File: src/rtl/pad_msg_encoder_if.sv
// Purpose: byte-stream handshake between the pad encoder and its consumer.
// Latency: none, wires only.
// Backpressure: the consumer holds msg_ready low to stall the stream.
interface pad_msg_encoder_if;
    logic [7:0] music_msg;
    logic       msg_valid;
    logic       msg_ready;

    modport master (
        output music_msg,
        output msg_valid,
        input  msg_ready
    );

    modport slave (
        input  music_msg,
        input  msg_valid,
        output msg_ready
    );
endinterface

File: src/rtl/pad_msg_encoder.sv
// Purpose: sync + debounce 8 pads, encode press/release edges as music_msg bytes.
// Latency: DEBOUNCE_CYCLES+2 .. DEBOUNCE_CYCLES+9 cycles from a raw change to msg_valid.
// Backpressure: a full FIFO holds the scanner; a repeated edge on a still-pending bit is dropped and flags overflow.
module pad_msg_encoder #(
    parameter int DEBOUNCE_CYCLES = 4,
    parameter int FIFO_DEPTH      = 4
) (
    input  logic               clkin,
    input  logic               rst,
    input  logic [7:0]         button,
    output logic               overflow,
    pad_msg_encoder_if.master  msg
);

    localparam int AW = (FIFO_DEPTH > 1) ? $clog2(FIFO_DEPTH) : 1;
    localparam logic [7:0]  DEB_LAST = 8'(DEBOUNCE_CYCLES - 1);
    localparam logic [AW:0] CNT_ONE  = (AW + 1)'(1);
    localparam logic [AW:0] CNT_FULL = (AW + 1)'(FIFO_DEPTH);
    localparam logic [AW-1:0] PTR_ONE = AW'(1);

    // synchroniser and debounce state
    logic [7:0] sync1;
    logic [7:0] sync2;
    logic [7:0] stable;
    logic [7:0] stable_nxt;
    logic [7:0] deb_cnt     [8];
    logic [7:0] deb_cnt_nxt [8];
    logic [7:0] rise;
    logic [7:0] fall;

    // pending edge events
    logic [7:0] pend_on;
    logic [7:0] pend_off;
    logic [7:0] clr_on;
    logic [7:0] clr_off;
    logic [7:0] drop;

    // scanner
    logic [2:0] scan;
    logic       scan_adv;
    logic       push;
    logic [7:0] push_dat;

    // message FIFO
    logic [7:0]    mem [FIFO_DEPTH];
    logic [AW-1:0] wr_ptr;
    logic [AW-1:0] rd_ptr;
    logic [AW:0]   count;
    logic          full;
    logic          pop;

    assign full          = (count == CNT_FULL);
    assign msg.msg_valid = (count != '0);
    assign msg.music_msg = mem[rd_ptr];
    assign pop           = msg.msg_valid & msg.msg_ready;

    // per-bit debounce: accept sync2 once it differed from stable for DEBOUNCE_CYCLES samples
    always_comb begin
        stable_nxt = stable;
        for (int i = 0; i < 8; i++) begin
            deb_cnt_nxt[i] = 8'd0;
            if (sync2[i] != stable[i]) begin
                if (deb_cnt[i] == DEB_LAST) begin
                    stable_nxt[i] = sync2[i];
                end else begin
                    deb_cnt_nxt[i] = deb_cnt[i] + 8'd1;
                end
            end
        end
    end

    assign rise = stable_nxt & ~stable;
    assign fall = stable & ~stable_nxt;

    // scanner: serve the pad under the pointer, on-message before off-message, hold while it has work
    always_comb begin
        scan_adv = 1'b0;
        push     = 1'b0;
        push_dat = 8'h00;
        clr_on   = 8'h00;
        clr_off  = 8'h00;
        if (!pend_on[scan] && !pend_off[scan]) begin
            scan_adv = 1'b1;
        end else if (!full || pop) begin
            push = 1'b1;
            if (pend_on[scan]) begin
                clr_on[scan] = 1'b1;
                push_dat     = {3'b111, 2'b00, scan};
            end else begin
                clr_off[scan] = 1'b1;
                push_dat      = {3'b110, 2'b00, scan};
            end
        end
    end

    // an edge is lost when its pending bit is still set and not being drained this cycle
    assign drop = (rise & pend_on & ~clr_on) | (fall & pend_off & ~clr_off);

    // synchroniser, debounce and pending-event registers
    always_ff @(posedge clkin) begin
        if (rst) begin
            sync1    <= 8'h00;
            sync2    <= 8'h00;
            stable   <= 8'h00;
            pend_on  <= 8'h00;
            pend_off <= 8'h00;
            overflow <= 1'b0;
            scan     <= 3'd0;
            for (int i = 0; i < 8; i++) begin
                deb_cnt[i] <= 8'd0;
            end
        end else begin
            sync1    <= button;
            sync2    <= sync1;
            stable   <= stable_nxt;
            pend_on  <= (pend_on & ~clr_on) | rise;
            pend_off <= (pend_off & ~clr_off) | fall;
            overflow <= overflow | (|drop);
            if (scan_adv) begin
                scan <= scan + 3'd1;
            end
            for (int i = 0; i < 8; i++) begin
                deb_cnt[i] <= deb_cnt_nxt[i];
            end
        end
    end

    // message FIFO: push from the scanner, pop on the handshake, both allowed in one cycle
    always_ff @(posedge clkin) begin
        if (rst) begin
            wr_ptr <= '0;
            rd_ptr <= '0;
            count  <= '0;
            for (int i = 0; i < FIFO_DEPTH; i++) begin
                mem[i] <= 8'h00;
            end
        end else begin
            if (push) begin
                mem[wr_ptr] <= push_dat;
                wr_ptr      <= wr_ptr + PTR_ONE;
            end
            if (pop) begin
                rd_ptr <= rd_ptr + PTR_ONE;
            end
            case ({push, pop})
                2'b10:   count <= count + CNT_ONE;
                2'b01:   count <= count - CNT_ONE;
                default: count <= count;
            endcase
        end
    end

endmodule

File: src/flat_wrapper.sv
// flat-port wrapper written by rule: the top's interface ports become plain ports
module pad_msg_encoder_flat 
#(
    parameter int DEBOUNCE_CYCLES = 4,
    parameter int FIFO_DEPTH      = 4
)
  (clkin, rst, button, overflow, msg_music_msg, msg_msg_valid, msg_msg_ready);
  pad_msg_encoder_if msg_i ();
  input  logic clkin;
  input  logic rst;
  input  logic [7:0] button;
  output logic overflow;
  output wire logic [$bits(msg_i.music_msg)-1:0] msg_music_msg;
  output wire logic [$bits(msg_i.msg_valid)-1:0] msg_msg_valid;
  input wire logic [$bits(msg_i.msg_ready)-1:0] msg_msg_ready;
  assign msg_music_msg = msg_i.music_msg;
  assign msg_msg_valid = msg_i.msg_valid;
  assign msg_i.msg_ready = msg_msg_ready;
  pad_msg_encoder #(.DEBOUNCE_CYCLES(DEBOUNCE_CYCLES), .FIFO_DEPTH(FIFO_DEPTH)) u_core (.clkin(clkin), .rst(rst), .button(button), .overflow(overflow), .msg(msg_i));
endmodule
File: config.mk
export PLATFORM = sky130hd
export DESIGN_NAME = pad_msg_encoder_flat
export DESIGN_NICKNAME = d
export VERILOG_FILES = /design/src/rtl/pad_msg_encoder_if.sv /design/src/rtl/pad_msg_encoder.sv /design/src/flat_wrapper.sv
export SDC_FILE = /design/constraint.sdc
export NUM_CORES = 1
export LEC_CHECK = 0
export CORE_MARGIN = 5
export CORE_UTILIZATION = 45
export CTS_BUF_LIST = sky130_fd_sc_hd__clkbuf_4
export DETAILED_ROUTE_END_ITERATION = 10
export GPL_ROUTABILITY_DRIVEN = 0
export PLACE_DENSITY_LB_ADDON = 0.1
export SETUP_SLACK_MARGIN = 0.3
export SYNTH_ARGS = -nofsm -noshare
export SYNTH_HDL_FRONTEND = slang
export SYNTH_SLANG_ARGS = --single-unit
File: constraint.sdc
create_clock -name clkin -period 2.8 [get_ports clkin]
set_clock_uncertainty 0.2 [all_clocks]
set_input_delay 0.56 -clock clkin [delete_from_list [all_inputs] [get_ports clkin]]
set_output_delay 0.56 -clock clkin [all_outputs]
set_load 0.01 [all_outputs]
==> impl_metrics.env, run 1 <==
export IMPL_core_area_um2=13090
export IMPL_fin_nets=666
export IMPL_slowest_delay_ps=530
export IMPL_drive_above_1_share_pct=16.31
export IMPL_crit_start="u_core.scan[0]"
export IMPL_rrSetupSlack_ps=90
export IMPL_switching_share_pct=22.47
export IMPL_clk_pin_slew_ps=110
export IMPL_cp_common_cell="inv_2"
export IMPL_fin_tns_setup_ps=0
export IMPL_ant_nets=0
export IMPL_num_io_pins=21
export IMPL_clock_latency_ps=550
export IMPL_antenna_cells=0
export IMPL_final_cell_mix="dfxtp_1 (114), nor2_1 (98), nand3_1 (43), xor2_1 (42), buf_4 (32)"
export IMPL_rsz0062_at_grt="yes"
export IMPL_die_w_um=124.9
export IMPL_io_buffers=18
export IMPL_peakVddDrop_v=0.0003246
export IMPL_die_h_um=124.9
export IMPL_whs_ps=148.5
export IMPL_rows=42
export IMPL_ys_async_sr_fraction_pct=0
export IMPL_grt_pass1_wl_um=19150
export IMPL_dpl_cell_area_um2=6430
export IMPL_ctsHtreeMaxLevel=4
export IMPL_relSlewSlack_pct=57.51
export IMPL_cp_max_fo=7
export IMPL_yosysSeqAreaShare_pct=49.57
export IMPL_wl_per_cell_um=13.31
export IMPL_synth_ff_type="dfxtp_1"
export IMPL_internal_power_mw=2.768
export IMPL_worst_path_buf_inv=2
export IMPL_cts_hold_buf=0
export IMPL_grt_max_degree=40
export IMPL_ctsLongestPathBuffers=2
export IMPL_track_usage_pct=14.93
export IMPL_reg2reg_to="u_core.count[2]"
export IMPL_drc=0
export IMPL_final_design_area_no_fill_um2=6809
export IMPL_crit_slowest_cell="mux4_2"
export IMPL_endpoint_kind="flip-flop"
export IMPL_combPwrFrac_pct=3.7
export IMPL_synth_edf_count=20
export IMPL_placed_cells=795
export IMPL_r2r_cells=10
export IMPL_grt_pass1_vias=4224
export IMPL_ys_top_cells_by_area="dfxtp_1 (39%), edfxtp_1 (10%), nor2_1 (6.2%)"
export IMPL_hold_end="u_core.pend_on[5]"
export IMPL_syn_area_um2=5937
export IMPL_fillers=1207
export IMPL_period_share_pct=96.78
export IMPL_fmax_mhz=369.0
export IMPL_crit_family="multiplexers"
export IMPL_drt_iter0_markers=261
export IMPL_status="complete, no violations"
export IMPL_root_buffer="clkbuf_4"
export IMPL_slew_viol_final=0
export IMPL_final_common_cell="dfxtp_1"
export IMPL_overflow=0
export IMPL_syn_inst=596
export IMPL_seqPwrFrac_pct=57.1
export IMPL_period_needed_ps=2710
export IMPL_timing_rr_start="u_core.scan[0]"
export IMPL_wl_um=11070
export IMPL_hold_path_class="input port to flip-flop"
export IMPL_p_leak_nw=2.441
export IMPL_met1_usage_pct=18.39
export IMPL_cts_tree="yes"
export IMPL_arrival_ps=3000
export IMPL_power_density_nw_per_um2=524.4
export IMPL_hpwl_um=7898
export IMPL_clkPwrFrac_pct=39.2
export IMPL_ys_warnings_count=0
export IMPL_dieArea_um2=15590
export IMPL_yosysTopAreaCell="dfxtp_1"
export IMPL_tightest_slew_ps=634.5
export IMPL_crit_chain="mux4_2 > mux2i_4 > a31oi_4 > inv_2 > ha_4 > inv_2 > fa_2 > xor2_1 > or3_1 > a21oi_2"
export IMPL_setup_viol=0
export IMPL_cts_buffers=17
export IMPL_hold_viol=0
export IMPL_cap_viol_max_count=0
export IMPL_syn_avg_cell_area_um2=9.961
export IMPL_ys_types=65
export IMPL_post_drt_via_cell_ratio=5.001
export IMPL_hold_start="rst"
export IMPL_layout_area_overhead_vs_synth_pct=14.69
export IMPL_cts_sinks=137
export IMPL_power_switching_uw=802.3
export IMPL_top_usage_layer="met2"
export IMPL_antenna_found_initial=0
export IMPL_layout_cells_non_filler=832
export IMPL_crit_required_ps=3090
export IMPL_dr_pass1_iters=4
export IMPL_num_vias=4161
export IMPL_ys_ff_latch=137
export IMPL_start_util_pct=45.37
export IMPL_synth_top_cell_area_share_pct=39.45
export IMPL_holdPathStages=2
export IMPL_use_met3_pct=4.460
export IMPL_cp_start_kind="flip-flop"
export IMPL_crit_type="flip-flop to flip-flop"
export IMPL_gr_usage_met2_pct=24.49
## cell families after synthesis
group,synth area share (%)
fa+ha+maj,2.445
other cells,0.06316
buf+inv,3.583
compound gates,5.712
flops,49.57
simple gates,24.83
mux,5.100
xor+xnor,8.704
## metal layers
layer	vias to the layer above	share of wire [%]
met1	1942	48
met4	0	1.3
met2	42	47
met5	-	0
li1	2166	-
met3	11	3.0
## synthesized netlist by cell type (all sizes together) (2+ instances only)
| master | number |
|---|---|
| dfxtp | 117 |
| nor2 | 98 |
| nand3 | 43 |
| xor2 | 42 |
| nand2 | 23 |
| nor2b | 23 |
| and3 | 20 |
| edfxtp | 20 |
| clkbuf | 18 |
| a21oi | 17 |
| inv | 17 |
| xnor2 | 17 |
| or3 | 11 |
| ha | 10 |
| nor4 | 10 |
| and2 | 9 |
| mux4 | 9 |
| nor3 | 9 |
| mux2i | 8 |
| buf | 7 |
| nand2b | 6 |
| nand3b | 5 |
| o21ai | 5 |
| a22oi | 4 |
| nand4 | 4 |
| nor4b | 4 |
| o41ai | 4 |
| or4b | 4 |
| and2b | 3 |
| o31ai | 3 |
| or2 | 3 |
| a31oi | 2 |
| o211ai | 2 |
| or4 | 2 |
## cell type report
cell class              count  area (um^2)  share of cell area [%]
repair buffers             53        430.4                   6.321
clock inverters            14        180.2                   2.646
inverters                  17        63.81                  0.9372
multi-input cells         418         2835                   41.64
clock buffers              17        127.6                   1.874
flip-flops and latches    137         2952                   43.35
well taps                 176        220.2                   3.234
## worst reg2reg max path: stages (launching register included)
cell	delay, ps
dfxtp_4	420
mux4_2	530
mux2i_4	210
a31oi_4	110
inv_2	90
ha_4	130
inv_2	30
fa_2	330
xor2_1	160
or3_1	320
a21oi_2	120
## power by group through the flow
stage	Combinational [mW]	Sequential, mW	Clock (mW)
finish	0.132	2.04	1.40
global route	0.145	2.04	1.54
CTS	0.133	2.04	1.45
detailed placement	0.130	2.08	0
global placement	0.129	2.08	0
floorplan	0.0936	2.07	0
## sequential cells by signal, summed over array words and instances, names as in the netlist, named ones only
register and cells:
u_core.stable 8, u_core.pend_on 8, u_core.count 3, u_core.wr_ptr 2
u_core.deb_cnt 64, u_core.sync1 8, u_core.mem 20, u_core.scan 3
u_core.rd_ptr 2, u_core.overflow 1, u_core.pend_off 8, u_core.sync2 8
## worst max-delay path by stage
stage | endpoint | slack (ps) | depth (start not counted)
3_3_place_gp | u_core.overflow | -140 | 8
6_report | u_core.count[2] | 90 | 10
4_1_cts | u_core.count[2] | 100 | 10
5_1_grt | u_core.count[2] | -5 | 10
2_1_floorplan | u_core.count[2] | 3 | 11
3_5_place_dp | u_core.overflow | -240 | 8
## through the flow
step                power, mW  setup slack, ps  utilization, %
floorplan               2.168            2.771               -
global placement        2.213           -135.9           49.14
detailed placement      2.214           -236.2           49.14
CTS                     3.625            103.2           51.85
global route            3.724           -4.993           52.04
finish                  3.570            90.15           52.04
## timing repair
| action | CTS | global route |
|---|---|---|
| gates resized for setup | 29 | 10 |
| setup endpoints to repair | 10 | 8 |
| pin swaps | 0 | 2 |
| setup buffers | 4 | 2 |
Power figures use the tool's default switching activity.
==> inputs of run 2 (changes only) <==
--- a/config.mk
+++ b/config.mk
@@ -10,6 +10,7 @@
 export CTS_BUF_LIST = sky130_fd_sc_hd__clkbuf_4
 export DETAILED_ROUTE_END_ITERATION = 10
 export GPL_ROUTABILITY_DRIVEN = 0
+export HOLD_SLACK_MARGIN = 0.15
 export PLACE_DENSITY_LB_ADDON = 0.1
 export SETUP_SLACK_MARGIN = 0.3
 export SYNTH_ARGS = -nofsm -noshare
==> run 2 against run 1 <==
  * Non-clock buffer count is 1 higher
  * Combinational power hardly changed
  * Register-to-register slack hardly changed
  * Critical path depth stayed put
  * Final cell count is 0.12% higher
  * Wire length hardly changed
  * Global-route usage stayed put
  * First-iteration DRC count is 9.6% lower
  * Sequential power hardly changed
  * Critical endpoint unchanged
  * Largest power group unchanged
==> impl_metrics.env, run 2 (same netlist as run 1, synthesis figures left out) <==
export IMPL_status="complete, no violations"
export IMPL_clock_latency_ps=540
export IMPL_endpoint_kind="flip-flop"
export IMPL_grt_pass1_vias=4226
export IMPL_cts_sinks=137
export IMPL_period_share_pct=96.69
export IMPL_clkPwrFrac_pct=39.2
export IMPL_cts_buffers=17
export IMPL_hold_path_class="flip-flop to flip-flop"
export IMPL_root_buffer="clkbuf_4"
export IMPL_power_switching_uw=800.1
export IMPL_cts_tree="yes"
export IMPL_rsz0062_at_grt="yes"
export IMPL_start_util_pct=45.37
export IMPL_num_vias=4160
export IMPL_hold_viol=0
export IMPL_fin_ws_ps=92.62
export IMPL_internal_power_mw=2.769
export IMPL_tightest_slew_ps=634.6
export IMPL_power_density_nw_per_um2=523.4
export IMPL_core_area_um2=13090
export IMPL_layout_area_overhead_vs_synth_pct=14.86
export IMPL_ctsHtreeMaxLevel=4
export IMPL_grt_pass1_wl_um=19150
export IMPL_final_common_cell="dfxtp_1"
export IMPL_p_leak_nw=2.446
export IMPL_crit_required_ps=3080
export IMPL_arrival_ps=2990
export IMPL_cp_start_kind="flip-flop"
export IMPL_overflow=0
export IMPL_final_cell_mix="dfxtp_1 (114), nor2_1 (98), nand3_1 (43), xor2_1 (42), buf_4 (32)"
export IMPL_clk_pin_slew_ps=110
export IMPL_largest_reg_flops=64
export IMPL_fin_nets=667
export IMPL_wl_um=11070
export IMPL_die_w_um=124.9
export IMPL_rows=42
export IMPL_dieArea_um2=15590
export IMPL_ctsLongestPathBuffers=2
export IMPL_fmax_mhz=369.4
export IMPL_cap_viol_max_count=0
export IMPL_ant_nets=0
export IMPL_period_needed_ps=2707
export IMPL_cp_max_fo=7
export IMPL_combPwrFrac_pct=3.7
export IMPL_hpwl_um=7898
export IMPL_relSlewSlack_pct=57.51
export IMPL_dr_pass1_iters=4
export IMPL_power_total_mw=3.569
export IMPL_antenna_found_initial=0
export IMPL_track_usage_pct=14.93
export IMPL_dp_slack_ps=-236.2
export IMPL_utilization_pct=52.11
export IMPL_drt_iter0_markers=236
export IMPL_drc=0
export IMPL_seqPwrFrac_pct=57.1
export IMPL_placed_cells=795
export IMPL_layout_cells_non_filler=833
export IMPL_grt_max_degree=40
export IMPL_post_drt_via_cell_ratio=4.994
export IMPL_io_buffers=18
export IMPL_wl_per_cell_um=13.29
export IMPL_setup_viol=0
export IMPL_reg_largest_list="u_core.deb_cnt: 64 flops, u_core.mem: 20 flops"
export IMPL_crit_type="flip-flop to flip-flop"
export IMPL_die_h_um=124.9
export IMPL_antenna_cells=0
export IMPL_drive_above_1_share_pct=16.29
export IMPL_slew_viol_final=0
export IMPL_switching_share_pct=22.42
export IMPL_peakVddDrop_v=0.0003268
export IMPL_num_io_pins=21
export IMPL_regMostFlops="u_core.deb_cnt"
-- run 2: path summary, 6_finish.rpt --
path / end / cells past startpoint / start / slack, ps
worst max register to register: u_core.count[2] / 10 / u_core.scan[0] / 90
worst min-delay path: u_core.sync2[6] / 1 / u_core.sync1[6] / 250
worst min register to register: u_core.sync2[6] / 1 / u_core.sync1[6] / 250
worst max-delay path: u_core.count[2] / 10 / u_core.scan[0] / 90
-- run 2: final cells by class --
class | count | area, um^2
Clock buffer | 17 | 127.6
Multi-Input combinational cell | 418 | 2835
Fill cell | 1206 | 6266
Tap cell | 176 | 220.2
Sequential cell | 137 | 2952
Inverter | 17 | 63.81
Clock inverter | 14 | 180.2
Timing Repair Buffer | 54 | 440.4
-- run 2: power by group through the flow --
stage | clock network (mW) | registers [mW] | logic, mW
floorplan | 0 | 2.07 | 0.0936
global placement | 0 | 2.08 | 0.129
detailed placement | 0 | 2.08 | 0.130
CTS | 1.45 | 2.04 | 0.134
global route | 1.54 | 2.04 | 0.146
finish | 1.40 | 2.04 | 0.133
-- run 2: stage by stage --
stage	TNS [ps]	hold slack (ps)	cell area, um^2
floorplan	0	213.2	5966
global placement	-180.2	222.6	6430
detailed placement	-320.8	225.4	6430
CTS	0	252.7	6794
global route	-4.993	269.7	6819
finish	0	248.2	6819
-- run 2: per-layer routing --
metal  up-vias  share of wire (%)  track usage (%)
met1      1931                 49            18.39
met2        44                 47            24.49
li1       2170                  -                -
met5         -                  0                0
met4         0                1.3            6.059
met3        15                2.9            4.460
-- run 2: repair_timing --
action	4_1_cts	5_1_grt
hold buffers	1	0
pin swaps	0	2
buffers inserted	4	2
gates resized for setup	29	10
setup endpoints to repair	10	8
hold endpoints to repair	2	0
-- run 2: critical path: stages (launching register included) --
cell     delay (ps)
dfxtp_4         420
mux4_2          530
mux2i_4         200
a31oi_4         110
inv_2            90
ha_4            130
inv_2            30
fa_2            330
xor2_1          160
or3_1           320
a21oi_2         120
==> inputs of run 3 (changes only) <==
--- a/config.mk
+++ b/config.mk
@@ -5,9 +5,10 @@
 export SDC_FILE = /design/constraint.sdc
 export NUM_CORES = 1
 export LEC_CHECK = 0
-export CORE_MARGIN = 5
+export CORE_MARGIN = 1
 export CORE_UTILIZATION = 45
 export CTS_BUF_LIST = sky130_fd_sc_hd__clkbuf_4
+export CTS_CLUSTER_SIZE = 16
 export DETAILED_ROUTE_END_ITERATION = 10
 export GPL_ROUTABILITY_DRIVEN = 0
 export HOLD_SLACK_MARGIN = 0.15
==> run 3 against run 2 <==
  * Die area down 12%
  * Wire length fell by 3.8%
  * Worst setup slack improved by 20 ps
  * Register-to-register slack gained 20 ps
  * Clock power shrank 16%
==> impl_metrics.env, run 3 (same netlist as run 1, synthesis figures left out) <==
export IMPL_reg_largest_list="u_core.deb_cnt: 64 flops, u_core.mem: 20 flops"
export IMPL_dr_pass1_iters=4
export IMPL_relSlewSlack_pct=58.16
export IMPL_die_h_um=116.9
export IMPL_slew_viol_final=0
export IMPL_root_buffer="clkbuf_4"
export IMPL_final_common_cell="dfxtp_1"
export IMPL_overflow=0
export IMPL_clk_pin_slew_ps=110
export IMPL_fmax_mhz=372.1
export IMPL_wl_um=10650
export IMPL_drc=0
export IMPL_power_total_mw=3.346
export IMPL_largest_reg_flops=64
export IMPL_arrival_ps=2950
export IMPL_cts_tree="yes"
export IMPL_power_density_nw_per_um2=495.1
export IMPL_final_cell_mix="dfxtp_1 (115), nor2_1 (97), nand3_1 (43), xor2_1 (42), buf_4 (36)"
export IMPL_crit_required_ps=3060
export IMPL_grt_max_degree=44
export IMPL_post_drt_via_cell_ratio=5.019
export IMPL_grt_pass1_wl_um=18240
export IMPL_io_buffers=18
export IMPL_ant_nets=0
export IMPL_cp_start_kind="flip-flop"
export IMPL_clock_latency_ps=530
export IMPL_rows=41
export IMPL_tightest_slew_ps=624.8
export IMPL_track_usage_pct=17.42
export IMPL_core_area_um2=12720
export IMPL_start_util_pct=46.67
export IMPL_grt_pass1_vias=3851
export IMPL_cts_buffers=17
export IMPL_setup_viol=0
export IMPL_cp_max_fo=7
export IMPL_hold_path_class="flip-flop to flip-flop"
export IMPL_drive_above_1_share_pct=16.19
export IMPL_rsz0062_at_grt="yes"
export IMPL_layout_area_overhead_vs_synth_pct=13.83
export IMPL_cap_viol_max_count=0
export IMPL_antenna_cells=0
export IMPL_hold_viol=0
export IMPL_wl_per_cell_um=12.78
export IMPL_dieArea_um2=13660
export IMPL_status="complete, no violations"
export IMPL_peakVddDrop_v=0.0004345
export IMPL_hpwl_um=7789
export IMPL_ctsLongestPathBuffers=2
export IMPL_die_w_um=116.9
export IMPL_cts_sinks=137
export IMPL_regMostFlops="u_core.deb_cnt"
export IMPL_fin_nets=670
export IMPL_period_needed_ps=2687
export IMPL_utilization_pct=53.12
export IMPL_crit_type="flip-flop to flip-flop"
export IMPL_antenna_found_initial=0
export IMPL_p_leak_nw=2.447
export IMPL_drt_iter0_markers=232
export IMPL_ctsHtreeMaxLevel=4
export IMPL_endpoint_kind="flip-flop"
export IMPL_period_share_pct=95.98
export IMPL_num_vias=4181
export IMPL_num_io_pins=21
-- run 3: changes by cell type in the layout (fill, tap and decap cells not counted), sizes merged --
cell and delta:
clkinv +4, inv -1, bufinv -2, buf +1
clkbuf +4, clkinvlp -2
-- run 3: timing repair --
action	CTS	global route
endpoints found under the hold margin	1	0
resized for setup	19	14
setup buffers	2	5
pin swaps	0	2
hold buffers	1	0
endpoints found under the setup margin	14	17
-- run 3: critical path, stage by stage, from the launching register on --
cell and delay [ps]:
dfxtp_4 410, mux4_2 530, mux2i_4 200, a31oi_4 120
inv_2 90, ha_4 130, inv_2 30, fa_2 320
xor2_1 150, or3_1 300, a21oi_1 130
-- run 3: stage by stage --
| step | instances | setup slack, ps | cell area [um^2] | hold WS [ps] | setup TNS, ps |
|---|---|---|---|---|---|
| 5_1_grt | 833 | 4.118 | 6758 | 263.0 | 0 |
| 6_report | 833 | 112.6 | 6758 | 245.1 | 0 |
| 3_5_place_dp | 793 | -210.9 | 6440 | 223.3 | -337.1 |
| 2_1_floorplan | 597 | 2.771 | 5966 | 213.2 | 0 |
| 4_1_cts | 828 | 104.1 | 6721 | 248.1 | 0 |
| 3_3_place_gp | 793 | -146.7 | 6440 | 220.8 | -216.5 |
-- run 3: area by class of cell --
type,count,area [um^2]
clock buffers,19,142.6
clock inverters,13,110.1
fillers,1177,5964
inverters,17,63.81
multi-input cells,418,2829
flip-flops and latches,137,2950
well taps,172,215.2
repair buffers,57,446.7
-- run 3: per-layer routing --
layer | up-vias | GRT usage [%] | wire length (um)
li1 | 2178 | - | -
met4 | 0 | 7.426 | 165
met1 | 1926 | 21.59 | 5012
met3 | 14 | 5.201 | 453
met2 | 63 | 28.28 | 5016
met5 | - | 0 | 0
-- run 3: power by group --
group	leakage [nW]	internal [mW]	switching (mW)
Clock	0.141	0.525	0.652
Sequential	1.15	2.02	0.0175
Combinational	1.15	0.0595	0.0741
-- run 3: final timing paths --
kind	from	endpoint	slack, ps	depth (start not counted)
worst min register to register	u_core.deb_cnt[1][16]	u_core.deb_cnt[1][16]	250	1
worst min-delay path	u_core.deb_cnt[1][16]	u_core.deb_cnt[1][16]	250	1
worst max-delay path	u_core.scan[0]	u_core.count[2]	110	10
worst max register to register	u_core.scan[0]	u_core.count[2]	110	10
